### config.mk
export PLATFORM = sky130hd
export DESIGN_NAME = alu_stream_core
export DESIGN_NICKNAME = d
export VERILOG_FILES = /design/src/rtl/alu_pkg.sv /design/src/rtl/alu_stream_exec.sv /design/src/rtl/alu_stream_core.sv
export SDC_FILE = /design/constraint.sdc
export NUM_CORES = 1
export LEC_CHECK = 0
export BUFFER_PORTS_ARGS = -buffer_cell sky130_fd_sc_hd__buf_4
export CORE_AREA = 2 2 191 193
export CTS_CLUSTER_DIAMETER = 200
export DETAILED_ROUTE_END_ITERATION = 16
export DIE_AREA = 0 0 193 195
export PLACE_DENSITY = 0.45
export SYNTH_ARGS = -nofsm -noshare
export SYNTH_HDL_FRONTEND = slang
export SYNTH_HIERARCHICAL = 1
export SYNTH_SLANG_ARGS = --single-unit
export TNS_END_PERCENT = 1
### constraint.sdc
create_clock -name clk -period 6.9 [get_ports clk]
set_input_delay 0.69 -clock clk [delete_from_list [all_inputs] [get_ports clk]]
set_output_delay 0.69 -clock clk [all_outputs]
set_load 0.02 [all_outputs]
### src/rtl/alu_pkg.sv
// rtl/alu_pkg.sv - shared types, error codes and CRC step functions for the byte-stream ALU
package alu_pkg;

  // Opcodes carried in the control byte; the unused encodings are named so they can be reported
  typedef enum logic [2:0] {
    and_op     = 3'b000,
    or_op      = 3'b001,
    data_error = 3'b010,
    op_error   = 3'b011,
    add_op     = 3'b100,
    sub_op     = 3'b101,
    crc_error  = 3'b110,
    no_op      = 3'b111
  } operation_t;

  typedef enum logic [1:0] {
    ST_COLLECT = 2'd0,
    ST_EXEC    = 2'd1,
    ST_HOLD    = 2'd2
  } state_t;

  localparam logic [7:0] CRC_ERROR  = 8'hA5;
  localparam logic [7:0] DATA_ERROR = 8'hC9;
  localparam logic [7:0] OP_ERROR   = 8'h93;

  // One bit of a serial CRC4, x^4+x+1, MSB-first
  function automatic logic [3:0] crc4_step(input logic [3:0] crc, input logic b);
    logic fb;
    fb = crc[3] ^ b;
    return {crc[2:0], 1'b0} ^ (fb ? 4'b0011 : 4'b0000);
  endfunction

  // One bit of a serial CRC3, x^3+x+1, MSB-first
  function automatic logic [2:0] crc3_step(input logic [2:0] crc, input logic b);
    logic fb;
    fb = crc[2] ^ b;
    return {crc[1:0], 1'b0} ^ (fb ? 3'b011 : 3'b000);
  endfunction

endpackage

### src/rtl/alu_stream_exec.sv
// rtl/alu_stream_exec.sv - combinational ALU operation, flags and result CRC3
module alu_stream_exec
  import alu_pkg::*;
#(
  parameter int DATA_W = 32
) (
  input  logic [DATA_W-1:0] i_a,
  input  logic [DATA_W-1:0] i_b,
  input  logic [2:0]        i_op,
  output logic [DATA_W-1:0] o_result,
  output logic [3:0]        o_flags,
  output logic [2:0]        o_crc,
  output logic              o_op_ok
);

  logic [DATA_W:0]   w_sum;
  logic [DATA_W:0]   w_diff;
  logic [DATA_W-1:0] w_result;
  logic              w_carry;
  logic              w_ovf;
  logic [3:0]        w_flags;
  logic [2:0]        w_crc;

  // Compute the selected operation; the extra top bit of sum/diff is carry/borrow
  always_comb begin
    w_sum    = {1'b0, i_a} + {1'b0, i_b};
    w_diff   = {1'b0, i_a} - {1'b0, i_b};
    w_result = '0;
    w_carry  = 1'b0;
    w_ovf    = 1'b0;
    o_op_ok  = 1'b1;
    case (i_op)
      and_op: w_result = i_a & i_b;
      or_op:  w_result = i_a | i_b;
      add_op: begin
        w_result = w_sum[DATA_W-1:0];
        w_carry  = w_sum[DATA_W];
        w_ovf    = (i_a[DATA_W-1] == i_b[DATA_W-1]) && (w_result[DATA_W-1] != i_a[DATA_W-1]);
      end
      sub_op: begin
        w_result = w_diff[DATA_W-1:0];
        w_carry  = w_diff[DATA_W];
        w_ovf    = (i_a[DATA_W-1] != i_b[DATA_W-1]) && (w_result[DATA_W-1] != i_a[DATA_W-1]);
      end
      default: o_op_ok = 1'b0;
    endcase
    w_flags = {w_carry, w_ovf, (w_result == '0), w_result[DATA_W-1]};
  end

  // Serial CRC3 over result then flags, unrolled into one combinational chain
  always_comb begin
    w_crc = 3'b000;
    for (int i = DATA_W - 1; i >= 0; i--) begin
      w_crc = crc3_step(w_crc, w_result[i]);
    end
    for (int i = 3; i >= 0; i--) begin
      w_crc = crc3_step(w_crc, w_flags[i]);
    end
  end

  assign o_result = w_result;
  assign o_flags  = w_flags;
  assign o_crc    = w_crc;

endmodule

### src/rtl/alu_stream_core.sv
// rtl/alu_stream_core.sv - byte-stream ALU: frame collection, CRC4/framing checks, result beat
module alu_stream_core
  import alu_pkg::*;
#(
  parameter int DATA_W = 32
) (
  input  logic              clk,
  input  logic              rst_n,
  input  logic              in_valid,
  output logic              in_ready,
  input  logic [7:0]        in_data,
  input  logic              in_ctl,
  output logic              out_valid,
  input  logic              out_ready,
  output logic              out_err,
  output logic [DATA_W-1:0] out_result,
  output logic [3:0]        out_flags,
  output logic [2:0]        out_crc,
  output logic [7:0]        out_err_code
);

  localparam int NB    = DATA_W / 8;
  localparam int CNT_W = $clog2(2 * NB + 2);
  localparam logic [CNT_W-1:0] CNT_FULL = CNT_W'(2 * NB);
  localparam logic [CNT_W-1:0] CNT_SAT  = CNT_W'(2 * NB + 1);

  state_t              r_state;
  logic [CNT_W-1:0]    r_cnt;
  logic [2*DATA_W-1:0] r_shift;
  logic [3:0]          r_crc4;
  logic [2:0]          r_op;
  logic [3:0]          r_crc_rx;
  logic                r_in_ready;
  logic                r_out_valid;
  logic                r_out_err;
  logic [DATA_W-1:0]   r_out_result;
  logic [3:0]          r_out_flags;
  logic [2:0]          r_out_crc;
  logic [7:0]          r_out_err_code;

  logic                w_accept;
  logic [3:0]          w_crc4_next;
  logic [3:0]          w_crc4_final;
  logic [DATA_W-1:0]   w_result;
  logic [3:0]          w_flags;
  logic [2:0]          w_crc3;
  logic                w_op_ok;

  assign w_accept = in_valid & r_in_ready;

  // CRC4 advanced by a whole data byte, and the frame CRC once the opcode bits are folded in
  always_comb begin
    w_crc4_next = r_crc4;
    for (int i = 7; i >= 0; i--) begin
      w_crc4_next = crc4_step(w_crc4_next, in_data[i]);
    end
    w_crc4_final = r_crc4;
    for (int i = 2; i >= 0; i--) begin
      w_crc4_final = crc4_step(w_crc4_final, r_op[i]);
    end
  end

  alu_stream_exec #(
    .DATA_W (DATA_W)
  ) u_exec (
    .i_a      (r_shift[2*DATA_W-1:DATA_W]),
    .i_b      (r_shift[DATA_W-1:0]),
    .i_op     (r_op),
    .o_result (w_result),
    .o_flags  (w_flags),
    .o_crc    (w_crc3),
    .o_op_ok  (w_op_ok)
  );

  // Frame FSM: collect bytes, evaluate for one cycle, then hold the beat until taken
  always_ff @(posedge clk) begin
    if (!rst_n) begin
      r_state        <= ST_COLLECT;
      r_cnt          <= '0;
      r_shift        <= '0;
      r_crc4         <= 4'h0;
      r_op           <= 3'b000;
      r_crc_rx       <= 4'h0;
      r_in_ready     <= 1'b1;
      r_out_valid    <= 1'b0;
      r_out_err      <= 1'b0;
      r_out_result   <= '0;
      r_out_flags    <= 4'h0;
      r_out_crc      <= 3'b000;
      r_out_err_code <= 8'h00;
    end else begin
      case (r_state)
        ST_COLLECT: begin
          if (w_accept) begin
            if (in_ctl) begin
              r_op       <= in_data[6:4];
              r_crc_rx   <= in_data[3:0];
              r_in_ready <= 1'b0;
              r_state    <= ST_EXEC;
            end else begin
              r_shift <= {r_shift[2*DATA_W-9:0], in_data};
              r_crc4  <= w_crc4_next;
              if (r_cnt != CNT_SAT) begin
                r_cnt <= r_cnt + 1'b1;
              end
            end
          end
        end
        ST_EXEC: begin
          r_out_valid <= 1'b1;
          r_state     <= ST_HOLD;
          if (r_cnt != CNT_FULL || r_crc_rx != w_crc4_final || !w_op_ok) begin
            r_out_err      <= 1'b1;
            r_out_result   <= '0;
            r_out_flags    <= 4'h0;
            r_out_crc      <= 3'b000;
            if (r_cnt != CNT_FULL) begin
              r_out_err_code <= DATA_ERROR;
            end else if (r_crc_rx != w_crc4_final) begin
              r_out_err_code <= CRC_ERROR;
            end else begin
              r_out_err_code <= OP_ERROR;
            end
          end else begin
            r_out_err      <= 1'b0;
            r_out_result   <= w_result;
            r_out_flags    <= w_flags;
            r_out_crc      <= w_crc3;
            r_out_err_code <= 8'h00;
          end
        end
        ST_HOLD: begin
          if (out_ready) begin
            r_out_valid <= 1'b0;
            r_in_ready  <= 1'b1;
            r_cnt       <= '0;
            r_crc4      <= 4'h0;
            r_state     <= ST_COLLECT;
          end
        end
        default: begin
          r_state    <= ST_COLLECT;
          r_in_ready <= 1'b1;
        end
      endcase
    end
  end

  assign in_ready     = r_in_ready;
  assign out_valid    = r_out_valid;
  assign out_err      = r_out_err;
  assign out_result   = r_out_result;
  assign out_flags    = r_out_flags;
  assign out_crc      = r_out_crc;
  assign out_err_code = r_out_err_code;

endmodule

* After elaboration in Yosys (flattened, before gate mapping) *
Cells that the tools add are included.
W data, S select, Z words.

cells by class
  add/subtract/negate cells = 3
  equal/unequal tests = 17
  muxes and demuxes = 76
  bitwise operators = 97
  reduce and logical (&&, ||, !) cells = 18

operator list
  operator              number
  $pmux W32 S4          1
  $xor A3 B3 Y3         35
  $mux W2               50
  $xor A1 B1 Y1         45
  $xor A4 B2 Y4         11
  $add A32 B32 Y33      1
  $sub A32 B32 Y33      1
  $and A32 B32 Y32      1
  $logic_not A32 Y1     1
  $mux W32              1
  $or A32 B32 Y32       1
  $mux W4               7
  $pmux W4 S2           2
  $ne A2 B2 Y1 const B  5
  $reduce_and A3 Y1     3
  $mux W8               1
  $ne A4 B4 Y1 const B  2
  $reduce_and A4 Y1     2
  $mux W7               1
  $eq A3 B3 Y1 const B  2
  $mux W1               6
  $mux W6               1
  $pmux W1 S2           3
  $pmux W2 S3           1
  21 further kinds      27

word-level totals
  flip-flop bits (word level) = 131
  input port bits = 13
  output and inout bits = 50
  word-level logic and storage cells = 224

* Logic depth before layout (Yosys ltp) *
  word-level depth = 108
  mapped depth = 24
  mapped depth without buffers = 23

* Cells and area by module *
The synthesis kept the hierarchy.

by module, submodules not included
  module           instances  cells each  area an instance (µm²)  sequential area each (µm²)
  alu_stream_exec  1          882         5978.2                  0.0
  alu_stream_core  1          512         4619.4                  2522.4

* Least setup slack after synthesis *
OpenSTA, ideal clock, no wires.

  kind = flip-flop to flip-flop
  start point = register r_shift[32]
  end point = register r_out_crc[1] (netlist: out_crc[1])
  setup time = 117 ps
  arrival = 4760 ps
  required time = 6783 ps
  path slack = 2023 ps
  stages on the path, launching flop included = 24
  path buffers = 0
  clock period less this slack = 4877 ps
  cell sequence = dfxtp_1 inv_1 ha_1 fa_1 o21ba_2 or4_4 a21boi_0 o21ai_0 a31oi_1 a21bo_2 nor3_1 a211o_1 inv_1 ha_1 nand2_1 or4_1 or4_1 nor4_2 nand4_1 o41ai_2 mux2_4 xnor2_1 xnor2_1 a22o_1

between the ends
  longest elaborated chain between the ends = 74
  elaborated cells on any way between the ends = 119
  those cells by class = add/sub: 2; eq/ne: 2; mux: 40; bitwise: 72; reduce/logical: 3

RTL lines
  what                                                  RTL line                                      text
  start, declared                                       alu_stream_core.sv:29                         logic [2*DATA_W-1:0] r_shift;
  start signal, assigned                                alu_stream_core.sv:101                        r_shift <= {r_shift[2*DATA_W-9:0], in_data};
  $sub A32 B32 Y33 or $add A32 B32 Y33 (tied branches)  alu_stream_exec.sv:27, alu_stream_exec.sv:26
  $pmux W32 S4 *                                        alu_stream_exec.sv:32                         case (i_op)
  via w_result[30]                                      alu_stream_core.sv:44                         logic [DATA_W-1:0] w_result;
  $xor A1 B1 Y1                                         alu_pkg.sv:36                                 fb = crc[2] ^ b;
  $mux W2                                               alu_pkg.sv:37                                 return {crc[1:0], 1'b0} ^ (fb ? 3'b011 : 3'b000);
  $xor A3 B3 Y3 (2 in a row)                            alu_pkg.sv:37
  $xor A1 B1 Y1                                         alu_pkg.sv:36
  $mux W2                                               alu_pkg.sv:37
  (+59 left out)                                        --
  $mux W2                                               alu_pkg.sv:37
  $xor A3 B3 Y3                                         alu_pkg.sv:37
  $xor A3 B3 Y3 *                                       alu_pkg.sv:37
  $xor A1 B1 Y1                                         alu_pkg.sv:36
  $mux W2                                               alu_pkg.sv:37
  $xor A3 B3 Y3 *                                       alu_pkg.sv:37
  via w_crc3[1]                                         alu_stream_core.sv:46                         logic [2:0] w_crc3;
  $mux W3 *                                             alu_stream_core.sv:112                        if (r_cnt != CNT_FULL || r_crc_rx != w_crc4_final || !w_op_ok) begin
  end signal, assigned                                  alu_stream_core.sv:128                        r_out_crc <= w_crc3;
  end, declared                                         alu_stream_core.sv:38                         logic [2:0] r_out_crc;

Mark *: on every way through the listed nets, which the timed path passes. The rest lies on a longest branch.
A chain may end at the register's enable or synchronous reset.

* Worst setup path in the final report *
  start point = register r_shift[5]
  end point = register r_out_crc[1] (netlist: out_crc[1])

Same word-level chain as after synthesis.

==> metrics <==
status=finished clean; DRC violations left=0; most common cell after layout, fill and taps aside=nand2_1; Max Cap Violations=0; switching power share of the total=29.7%; Longest Clk Path Bufs=2; die width=193 um; final setup margin=1.18 ns; post-synth top area share=23.8%; Clock Power Share=44.7%; largest cells by area after synthesis=dfxtp_1 (24%), ha_1 (14%), nand2_1 (7.3%); most frequent cells in the layout=nand2_1 (205), a21oi_1 (148), dfxtp_1 (125), ha_1 (115), inv_1 (110); Worst EP arrival=6.05 ns; Filler Cells Inserted=3,841; total grt overflow=0; Top Ports=63; Synth Area per Inst=7.60 um2; num rows=69; Critical Path Source Type=register; critical-path maximum fanout=9; clock-pin slew on the worst setup and hold paths=0.06 ns; Synth Cell Area=0.0106 mm2; Fmax achieved=0.175 GHz; Worst Setup End Kind=register; HP Class=reg -> reg; max_slew headroom=41.1%; Vias=10,000; max-slew violation count=0; Pre-Repair DR Iteration Count=5; CTS tree=done; sequential share of the synthesized area=23.8%; Hold Buf Count CTS=0; FFs w/ async S/R, synth=0%; post-synth net total=1,524; worst slew pin tran=0.884 ns; Initial Utilization=29.9%; Layout Nets=1,529; final wirelength=38.4 mm; Root Buffer=clkbuf_16; RSZ-0062 raised after global routing=no; clock sinks=126; maximum vdd ir drop=0.190 mV; setup violators final=0; Internal Power=1490 uW; Crit Path Category=reg -> reg; Seq pwr share=35.7%; initial antenna violation count=0; I/O Buffers=62; Tmin final=5.72 ns; CORE AREA=0.0354 mm2; Setup Total Neg Slack=0 ns; YS warnings=6; vias in the first global route=9,469; Post-CTS Setup Inserts=0; RePlAce Congestion=0.901; Skew-Pair Late Insertion Delay=0.45 ns; Power Dens Cells=178 mW/mm2; Psw=630 uW; H-tree depth=4; first-pass GRT wire length=58.2 mm; largest area contributor in the netlist=dfxtp_1; total track usage=20.6%; worst path required time=7.23 ns; Syn Inst Count=1,394; Post-synth EDFFs=0; Die Y=195 um; top_reg_cell synth=dfxtp_1; Lkg Pwr=0.00454 uW; Area Overhead vs Synth=12.5%; Netlist cell types=95; largest net degree at the start of global routing=79; Num CTS Buffers=17; skew final=0.0125 ns; Final period util=82.9%; post-route antenna net violation count=0; post-cts sizing count=0; total count of hold-check failures in the final report=0; Sequential Area=0.00253 mm2; pre-CTS setup slack=1.22 ns; routed len/inst=20.5 um; Inserted Diodes=0; Multi-input gate area=0.00721 mm2; Initial DRC Count=903; share of cells above drive strength 1=10.3%; Die Area=0.0376 mm2; Logic pwr share=19.6%; HPWL after DPL=29.6 mm; flops & latches, synth=126; vias per cell=5.36
-- per-stage QoR --
step	power (uW)	instance area [um2]	hold slack (ns)	cells	util, %
final	2120	11900	0.461	1873	33.7
after global routing	2220	11900	0.475	1873	33.7
after CTS	2150	11900	0.461	1873	33.7
after detailed placement	1190	11300	0.452	1841	32.0
after global placement	1190	11300	0.447	1841	32.0
after floorplan	1080	10600	0.437	1394	-
-- per-layer routing --
metal,part of all wire (%),vias up,GRT usage (%)
met1,47,4787,28.3
li1,-,4892,-
met4,4.0,0,9.54
met2,44,304,31.4
met5,0,-,0
met3,5.2,62,3.24
-- synthesized netlist by cell type (21+ instances only) --
library cell  count
nand2_1         205
a21oi_1         148
dfxtp_1         126
ha_1            115
inv_1           110
nor2_1           83
o21ai_0          60
xnor2_1          56
clkbuf_1         46
a22o_1           39
nand3_1          32
buf_2            22
nor3_1           21
-- final timing paths --
path / start / to / slack [ns] / cells past startpoint
max: r_shift[5] / out_crc[1] / 1.18 / 22
min: r_crc_rx[2] / r_crc_rx[2] / 0.46 / 2
max reg2reg: r_shift[5] / out_crc[1] / 1.18 / 22
min reg2reg: r_crc_rx[2] / r_crc_rx[2] / 0.46 / 2
-- power groups by stage --
stage	registers, uW	clock network [uW]	logic [uW]
6_report	756	948	415
5_1_grt	758	1010	452
4_1_cts	756	977	416
3_5_place_dp	772	0	414
3_3_place_gp	772	0	417
2_1_floorplan	767	0	316
-- logic make-up (layout without fill, tap and decap cells) --
kind of cell / Yosys count / count (layout) / share of synthesized area, %
and+or+nand+nor: 437 / 437 / 19.2
muxes: 7 / 7 / 0.826
xor gates and xnor gates: 81 / 81 / 7.56
DFF: 126 / 126 / 23.8
AOI/OAI and AO/OA: 422 / 422 / 26.4
buffers and inverters: 204 / 222 / 8.30
adders and majority gates: 117 / 117 / 14.0
-- critical path, stage by stage, from the launching register on --
cell and delay [ns]:
dfxtp_1 0.47, inv_1 0.10, ha_1 0.50, inv_2 0.10
a221oi_1 0.54, a21boi_0 0.23, o21ai_0 0.42, a31oi_1 0.20
a21bo_2 0.27, o2bb2ai_1 0.12, a211o_1 0.36, inv_1 0.08
ha_1 0.16, nand2_1 0.04, or4_1 0.38, or4_1 0.42
nor4_2 0.14, nand4_1 0.15, o41ai_2 0.30, mux2_4 0.21
xnor2_1 0.13, xnor2_1 0.08, a22o_1 0.19
-- flip-flops by register name, summed over array words and instances (netlist names) --
name,count
r_state,2
out_crc,3
out_valid,1
out_flags,4
r_crc4,4
r_op,3
out_result,32
in_ready,1
out_err_code,4
r_shift,64
r_crc_rx,4
r_cnt,4
-- area by class of cell --
type / instances / share of cell area, %
clock inverters: 12 / 1.35
repair buffers: 78 / 4.91
well taps: 461 / 4.84
inverters: 112 / 3.53
multi-input cells: 1064 / 60.4
clock buffers: 20 / 3.75
flip-flops and latches: 126 / 21.2
Note: power is estimated with default switching activity, not from simulation.
